<file path="src/rtl/params_noc.sv">
// Shared NoC flit definitions: label enum, head-flit layout and the flit type
// stored by the circular buffer.
package params_noc;

    localparam int x_Des_Addr_Size    = 4;
    localparam int y_Des_Addr_Size    = 4;
    localparam int header_Payloadsize = 24;

    // Width of the data part of a flit; head and body views share it.
    localparam int flit_Data_Width = x_Des_Addr_Size + y_Des_Addr_Size + header_Payloadsize;

    typedef enum logic [1:0] {
        HEAD,
        BODY,
        TAIL,
        HEADTAIL
    } flit_Data_Label;

    typedef struct packed {
        logic [x_Des_Addr_Size-1:0]    x_Dest;
        logic [y_Des_Addr_Size-1:0]    y_Dest;
        logic [header_Payloadsize-1:0] head_Payload;
    } head_Data;

    typedef union packed {
        head_Data                   header;
        logic [flit_Data_Width-1:0] payload;
    } flit_Data_Union;

    typedef struct packed {
        flit_Data_Label flit_Label;
        flit_Data_Union data;
    } flit_Data_noVC;

endpackage

</file>
<file path="src/rtl/circular_buffer.sv">
// First-word-fall-through flit FIFO with registered occupancy and on/off
// flow control toward the upstream sender.
module circular_buffer
    import params_noc::*;
#(
    parameter int unsigned BUFFER_SIZE      = 8,
    parameter int unsigned ON_OFF_THRESHOLD = 2
) (
    input  logic          clk,
    input  logic          rst_n,
    input  flit_Data_noVC input_Data,
    input  logic          write_i,
    input  logic          read_i,
    output flit_Data_noVC output_Data,
    output logic          buf_empty,
    output logic          buf_full,
    output logic          buf_On_Off
);

    localparam int unsigned PtrW = $clog2(BUFFER_SIZE);
    localparam int unsigned CntW = PtrW + 1;

    flit_Data_noVC   r_mem [BUFFER_SIZE];
    logic [PtrW-1:0] r_rd_ptr;
    logic [PtrW-1:0] r_wr_ptr;
    logic [CntW-1:0] r_count;

    logic            w_rd_en;
    logic            w_wr_en;
    logic [CntW-1:0] w_count_nxt;
    logic [CntW-1:0] w_free;

    // Status is decoded from the registered occupancy only.
    assign buf_empty  = (r_count == '0);
    assign buf_full   = (r_count == CntW'(BUFFER_SIZE));
    assign w_free     = CntW'(BUFFER_SIZE) - r_count;
    assign buf_On_Off = (32'(w_free) > ON_OFF_THRESHOLD);

    // A pop frees a slot in the same edge, so a write into a full buffer is
    // legal when accompanied by a granted read.
    assign w_rd_en = read_i & ~buf_empty;
    assign w_wr_en = write_i & (~buf_full | w_rd_en);

    assign output_Data = buf_empty ? '0 : r_mem[r_rd_ptr];

    // Next occupancy from the granted read/write pair.
    always_comb begin
        w_count_nxt = r_count;
        unique case ({w_wr_en, w_rd_en})
            2'b10:   w_count_nxt = r_count + 1'b1;
            2'b01:   w_count_nxt = r_count - 1'b1;
            default: w_count_nxt = r_count;
        endcase
    end

    // Pointer and occupancy registers; pointers wrap naturally (power-of-two depth).
    always_ff @(posedge clk or negedge rst_n) begin
        if (!rst_n) begin
            r_rd_ptr <= '0;
            r_wr_ptr <= '0;
            r_count  <= '0;
        end else begin
            if (w_wr_en) r_wr_ptr <= r_wr_ptr + 1'b1;
            if (w_rd_en) r_rd_ptr <= r_rd_ptr + 1'b1;
            r_count <= w_count_nxt;
        end
    end

    // Flit storage; no reset needed since occupancy gates visibility.
    always_ff @(posedge clk) begin
        if (w_wr_en) r_mem[r_wr_ptr] <= input_Data;
    end

endmodule

</file>
<file path="config.mk">
export PLATFORM = sky130hd
export DESIGN_NAME = circular_buffer
export DESIGN_NICKNAME = d
export VERILOG_FILES = /design/src/rtl/params_noc.sv /design/src/rtl/circular_buffer.sv
export SDC_FILE = /design/constraint.sdc
export NUM_CORES = 1
export LEC_CHECK = 0
export ABC_AREA = 1
export BUFFER_PORTS_ARGS = -buffer_cell sky130_fd_sc_hd__buf_2
export CAP_MARGIN = 25
export CORE_MARGIN = 2
export CORE_UTILIZATION = 30
export CTS_CLUSTER_DIAMETER = 60
export CTS_CLUSTER_SIZE = 8
export DETAILED_ROUTE_END_ITERATION = 12
export PLACE_DENSITY = 0.52
export SLEW_MARGIN = 20
export SYNTH_ARGS = -nofsm -noshare
export SYNTH_HDL_FRONTEND = slang
export SYNTH_SLANG_ARGS = --single-unit
</file>
<file path="constraint.sdc">
create_clock -name clk -period 6.1 [get_ports clk]
set_input_delay 0.61 -clock clk [delete_from_list [all_inputs] [get_ports clk]]
set_output_delay 0.61 -clock clk [all_outputs]
set_load 0.005 [all_outputs]
</file>
# After elaboration in Yosys (flattened, before gate mapping)
# Memory sizes are Yosys's and may differ from the RTL's.
# Index checks and enable logic that the tools add are counted.
[word_totals]
output_inout_bits = 37
in_bits = 38
mem_bits_rw = 272
word_cells = 24
mem_bits_ro = 0
n_memories = 1
reg_bits = 10
latch_bits = 0
[classes]
reduce_logical = 2
n_eq_ne = 3
order_cmp = 1
mux = 4
addsub = 5
n_div = 0
bitwise_logic = 5
shifts = 0
n_mul = 0
[memory_table]
columns = ["memory", "depth", "width", "rd", "rd_clocked_by_memory_dff", "write_ports", "line_no", "source"]
rows = [
  ["r_mem", 8, 34, 1, 0, 1, "circular_buffer.sv:23", "flit_Data_noVC r_mem [BUFFER_SIZE];"],
]
[op_table]
columns = ["cell", "n"]
rows = [
  ["34-bit two-way mux", 1],
  ["4-bit one-hot mux with 2 select lines", 1],
  ["3-bit by 1-bit adder with 3-bit output (second input constant)", 2],
  ["4-bit by 1-bit adder with 4-bit output (second input constant)", 1],
  ["4-bit equality test (second input constant)", 1],
  ["4-bit by 2-bit > comparator with 1-bit output (second input constant)", 1],
  ["4-bit zero test", 1],
  ["4-bit by 1-bit subtractor with 4-bit output (second input constant)", 1],
  ["4-bit subtractor (first input constant)", 1],
  ["1-bit AND", 2],
  ["2-bit by 1-bit equality test with 1-bit output (second input constant)", 1],
  ["2-bit equality test (second input constant)", 1],
  ["1-bit two-way mux", 2],
  ["1-bit NOT", 2],
  ["2-bit nonzero test", 1],
  ["1-bit OR", 1],
]

# Logic depth before layout (Yosys ltp)
[logic_depth]
depth_word = 7
ltp_mapped = 15
ltp_nobuf = 15

# Worst setup path after synthesis
# OpenSTA, ideal clock, no wires.
[synth_timing]
path_kind = "flip-flop to flip-flop"
start = "register r_count[0]"
end = "memory r_mem[0][0] in the netlist's numbering, enable pin"
period_less_slack_ns = 3.087
setup_time_ns = 0.425
n_path_buf = 0
arrival_time_ns = 2.662
slack_ns = 3.013
t_required_ns = 5.675
stages_incl_launch_ff = 9
path_cell_list = "dfrtp_1 inv_1 ha_1 nand2_2 nor2_1 nand2_1 nand2_2 or2_4 nor2_1"
[synth_via]
elab_cells_between_ends = 9
classes_between = "eq/ne (1); mux (2); bitwise (5); reduce/logical (1)"
[synth_rtl]
columns = ["item", "line_no", "source"]
rows = [
  ["from (decl)", "circular_buffer.sv:26", "logic [CntW-1:0] r_count;"],
  ["from (signal assigned)", "circular_buffer.sv:65", "r_count <= w_count_nxt;"],
  ["4-bit equality test", "circular_buffer.sv:35", "assign buf_full = (r_count == CntW'(BUFFER_SIZE));"],
  ["net buf_full", "circular_buffer.sv:16", "output logic buf_full,"],
  ["1-bit NOT", "circular_buffer.sv:42", "assign w_wr_en = write_i & (~buf_full | w_rd_en);"],
  ["1-bit OR", "circular_buffer.sv:42", ""],
  ["1-bit AND", "circular_buffer.sv:42", ""],
  ["1-bit two-way mux", "circular_buffer.sv:71", "if (w_wr_en) r_mem[r_wr_ptr] <= input_Data;"],
  ["1-bit two-way mux (not written as such)", "circular_buffer.sv:71", ""],
  ["to (decl)", "circular_buffer.sv:23", ""],
]
# The timed path passes the listed nets, and every way through them passes these cells.

==> results.ini <==
[run_status]
status=completed

[floorplan]
std_cell_rows=71
start_util_pct=30.3
die_y_microns=199
dieArea_sq_um=39400
ios=75
core_sq_um=37500
die_x_microns=199

[placed_design]
post-place-ws_ns=2.76
gp_congestion=0.701
dp.cells=1438
dpl_cell_area_sq_um=12200
dp_hpwl_mm=13.6
portBuffers=74

[timing]
setup_viol=0
worstMarginPinSlew_ns=0.950
timing.fmax_mhz=263
finalHoldViolCount=0
tns_ns=0
finalWorstSetupSlack_ns=2.30
post-route-period-util_pct=62.2
rsz0062_at_grt=no
drv_slew=0
finalCriticalPeriod_ns=3.80
relSlewSlack_pct=36.7
fin_skew_ns=0.0135

[pwr]
swShare_pct=34.5
clock_power_share_pct=30.0
powerDensity_nw_per_um2=498
p_sw_mw=2.29
p_leak_nw=4.61
peakVddDrop_mv=0.231
p_int_mw=4.35
seq_power_share_pct=39.1
combPwrFrac_pct=30.8

[cells_and_area]
postLayoutCellArea_sq_um=13300
final_cells=1492
drive_gt1_share_pct=15.4
final_util_pct=35.6
final_net_count=1016
area_growth_pct=17.4

[critical_path]
required_ns=5.49
cp-start-kind=flip-flop
slowest_delay_ns=0.74
worst-path-buf-inv=3
cp-end-kind=output port
cp_top_family=buffers and inverters
worstSetupPathType=flip-flop to output port
cp_data_arrival_time_ns=3.19
crit_slowest_cell=inv_4
path_max_fanout=91
cp_cell_sequence=inv_4 > buf_4 > o21ai_0 > o211ai_1 > nand2_1 > nor2_1 > buf_2

[global_routing]
grt_max_degree=93
antenna_found_initial=4
grt_usage_pct=13.5
grt_pass1_wl_mm=40.3
grt.overflow.total=0
grt_pass1_vias=6892

[synthesis]
syn-cell-area_sq_um=11400
synth.area.top_cells=edfxtp_1 (72%), nor2_1 (8.3%), o21ai_0 (5.9%), o211ai_1 (2.3%), dfrtp_1 (2.2%)
synthSimpleGateAreaFrac_pct=10.6
syn_nets=939
synth-edff-count=272
synth_common_cells=edfxtp_1 (272), nor2_1 (251), o21ai_0 (133)
ys_types=26
syn-instance-count=894
synth_top_area_cell=edfxtp_1
post-synth-top-count-cell=edfxtp_1
synth_compound_area_share_pct=10.4
syn_area_per_cell_sq_um=12.7
yosysTopAreaCellShare_pct=71.9
async_flop_share_pct=3.55
ys_seq_area_share_pct=74.1
yosys.area_share.xor_xnor_pct=0.617
ys.flop_type=edfxtp_1
synthAdderAreaFrac_pct=0.771
ys_warn_count=0
synth_top_family_by_area=simple AND/OR/NAND/NOR gates
ys_ff_latch=282
synth.area.mux_share_pct=0

[routing]
top_layer=met5
drtIter0Drc=424
wl_met2_mm=12.4
avgViaCountPerCell=4.65
drcViolationCount=0
dr_total_vias=6940
wl_met1_mm=11.9
avgRoutedWirePerCell_microns=17.6
routed_wirelength_mm=26.2
dr.pass1.iters=4
ant_nets=0
routed-wl-met3_mm=1.28

[clocking]
post_cts_buffers=0
root_buffer=clkbuf_16
cts_tree=done
cts_buffers=41
htreeDepth=2
clockBufferDepth=3
cts.sinks=282
clkTransAtPathRegs_ns=0.05
clk_latency_ns=0.51

[run]
drv_cap=0

[hold_path]
hold_class=primary input to flip-flop

[routing by layer]
layer  GRT usage [%]  vias to the layer above
met4            4.28                        8
met3            3.14                       50
met5               0                        -
met2            22.0                      127
li1                -                     3352
met1            17.8                     3403
[path summary, 6_finish.rpt]
check / start / end / slack, ns / depth (start not counted)
max: r_rd_ptr[0] / output_Data[10] / 2.30 / 7
min: input_Data[1] / r_mem[5][1] / 0.37 / 1
max reg2reg: r_count[0] / r_mem[5][27] / 3.39 / 10
min reg2reg: r_wr_ptr[0] / r_wr_ptr[0] / 0.54 / 2
max in group asynchronous: rst_n / r_rd_ptr[1] / 5.36 / 2
min in group asynchronous: rst_n / r_wr_ptr[2] / 0.50 / 2
[worst register-to-register path, stage by stage (launching register included)]
cell,delay [ns]
dfrtp_1,0.43
inv_1,0.09
ha_1,0.23
nand2_2,0.09
nor2_1,0.05
nand2_1,0.07
nand2_2,0.09
inv_1,0.10
nand2_1,0.23
nor2_4,0.52
buf_4,0.46
[flip-flops by register name, indices dropped and copies added (netlist names)]
signal    count
r_wr_ptr      3
r_mem       272
r_rd_ptr      3
r_count       4
[stage by stage]
step	hold WS [ns]	total power [mW]
after floorplan	0.314	4.01
after global placement	0.498	4.73
after detailed placement	0.496	4.76
after CTS	0.346	6.78
after global routing	0.356	7.11
final	0.366	6.64
[area by class of cell]
| type | instances | area (sq um) |
|---|---|---|
| tap | 511 | 639 |
| sequential | 282 | 8430 |
| timing repair buffer | 88 | 478 |
| fill | 3705 | 24100 |
| multi-input combinational | 541 | 2610 |
| clock buffer | 50 | 1100 |
| inverter | 17 | 66.3 |
| clock inverter | 2 | 17.5 |
| antenna | 1 | 2.50 |
[cells in the final DEF, fill, tap and decap left out, drive strengths merged]
master | synthesis | layout
edfxtp | 272 | 272
nor2 | 253 | 253
o21ai | 140 | 140
buf | 35 | 87
nand2 | 58 | 58
clkbuf | 19 | 50
o211ai | 35 | 35
o22ai | 34 | 34
inv | 17 | 17
dfrtp | 10 | 10
ha | 7 | 7
xor2 | 6 | 6
nand3 | 3 | 3
xnor2 | 2 | 2
clkinv | 0 | 2
diode | 0 | 1
or2 | 1 | 1
a21oi | 1 | 1
nand3b | 1 | 1
dlygate4sd3 | 0 | 1
[power by group through the flow]
| stage | Combinational (mW) | Clock, mW | Sequential [mW] |
|---|---|---|---|
| after floorplan | 1.50 | 0 | 2.51 |
| after global placement | 2.10 | 0 | 2.63 |
| after detailed placement | 2.12 | 0 | 2.64 |
| after CTS | 2.13 | 2.05 | 2.60 |
| after global routing | 2.36 | 2.12 | 2.63 |
| final | 2.05 | 1.99 | 2.60 |
[what timing repair did]
action	4_1_cts	5_1_grt
endpoints found under the hold margin	10	0
hold buffers	1	0
resized for setup	0	0
[cells by family after synthesis]
family          count (synthesis)
simple gates                  316
buf+inv                        71
compound gates                210
flops                         282
xor+xnor                        8
fa+ha+maj                       7
Note: power is estimated with default switching activity, not from simulation.
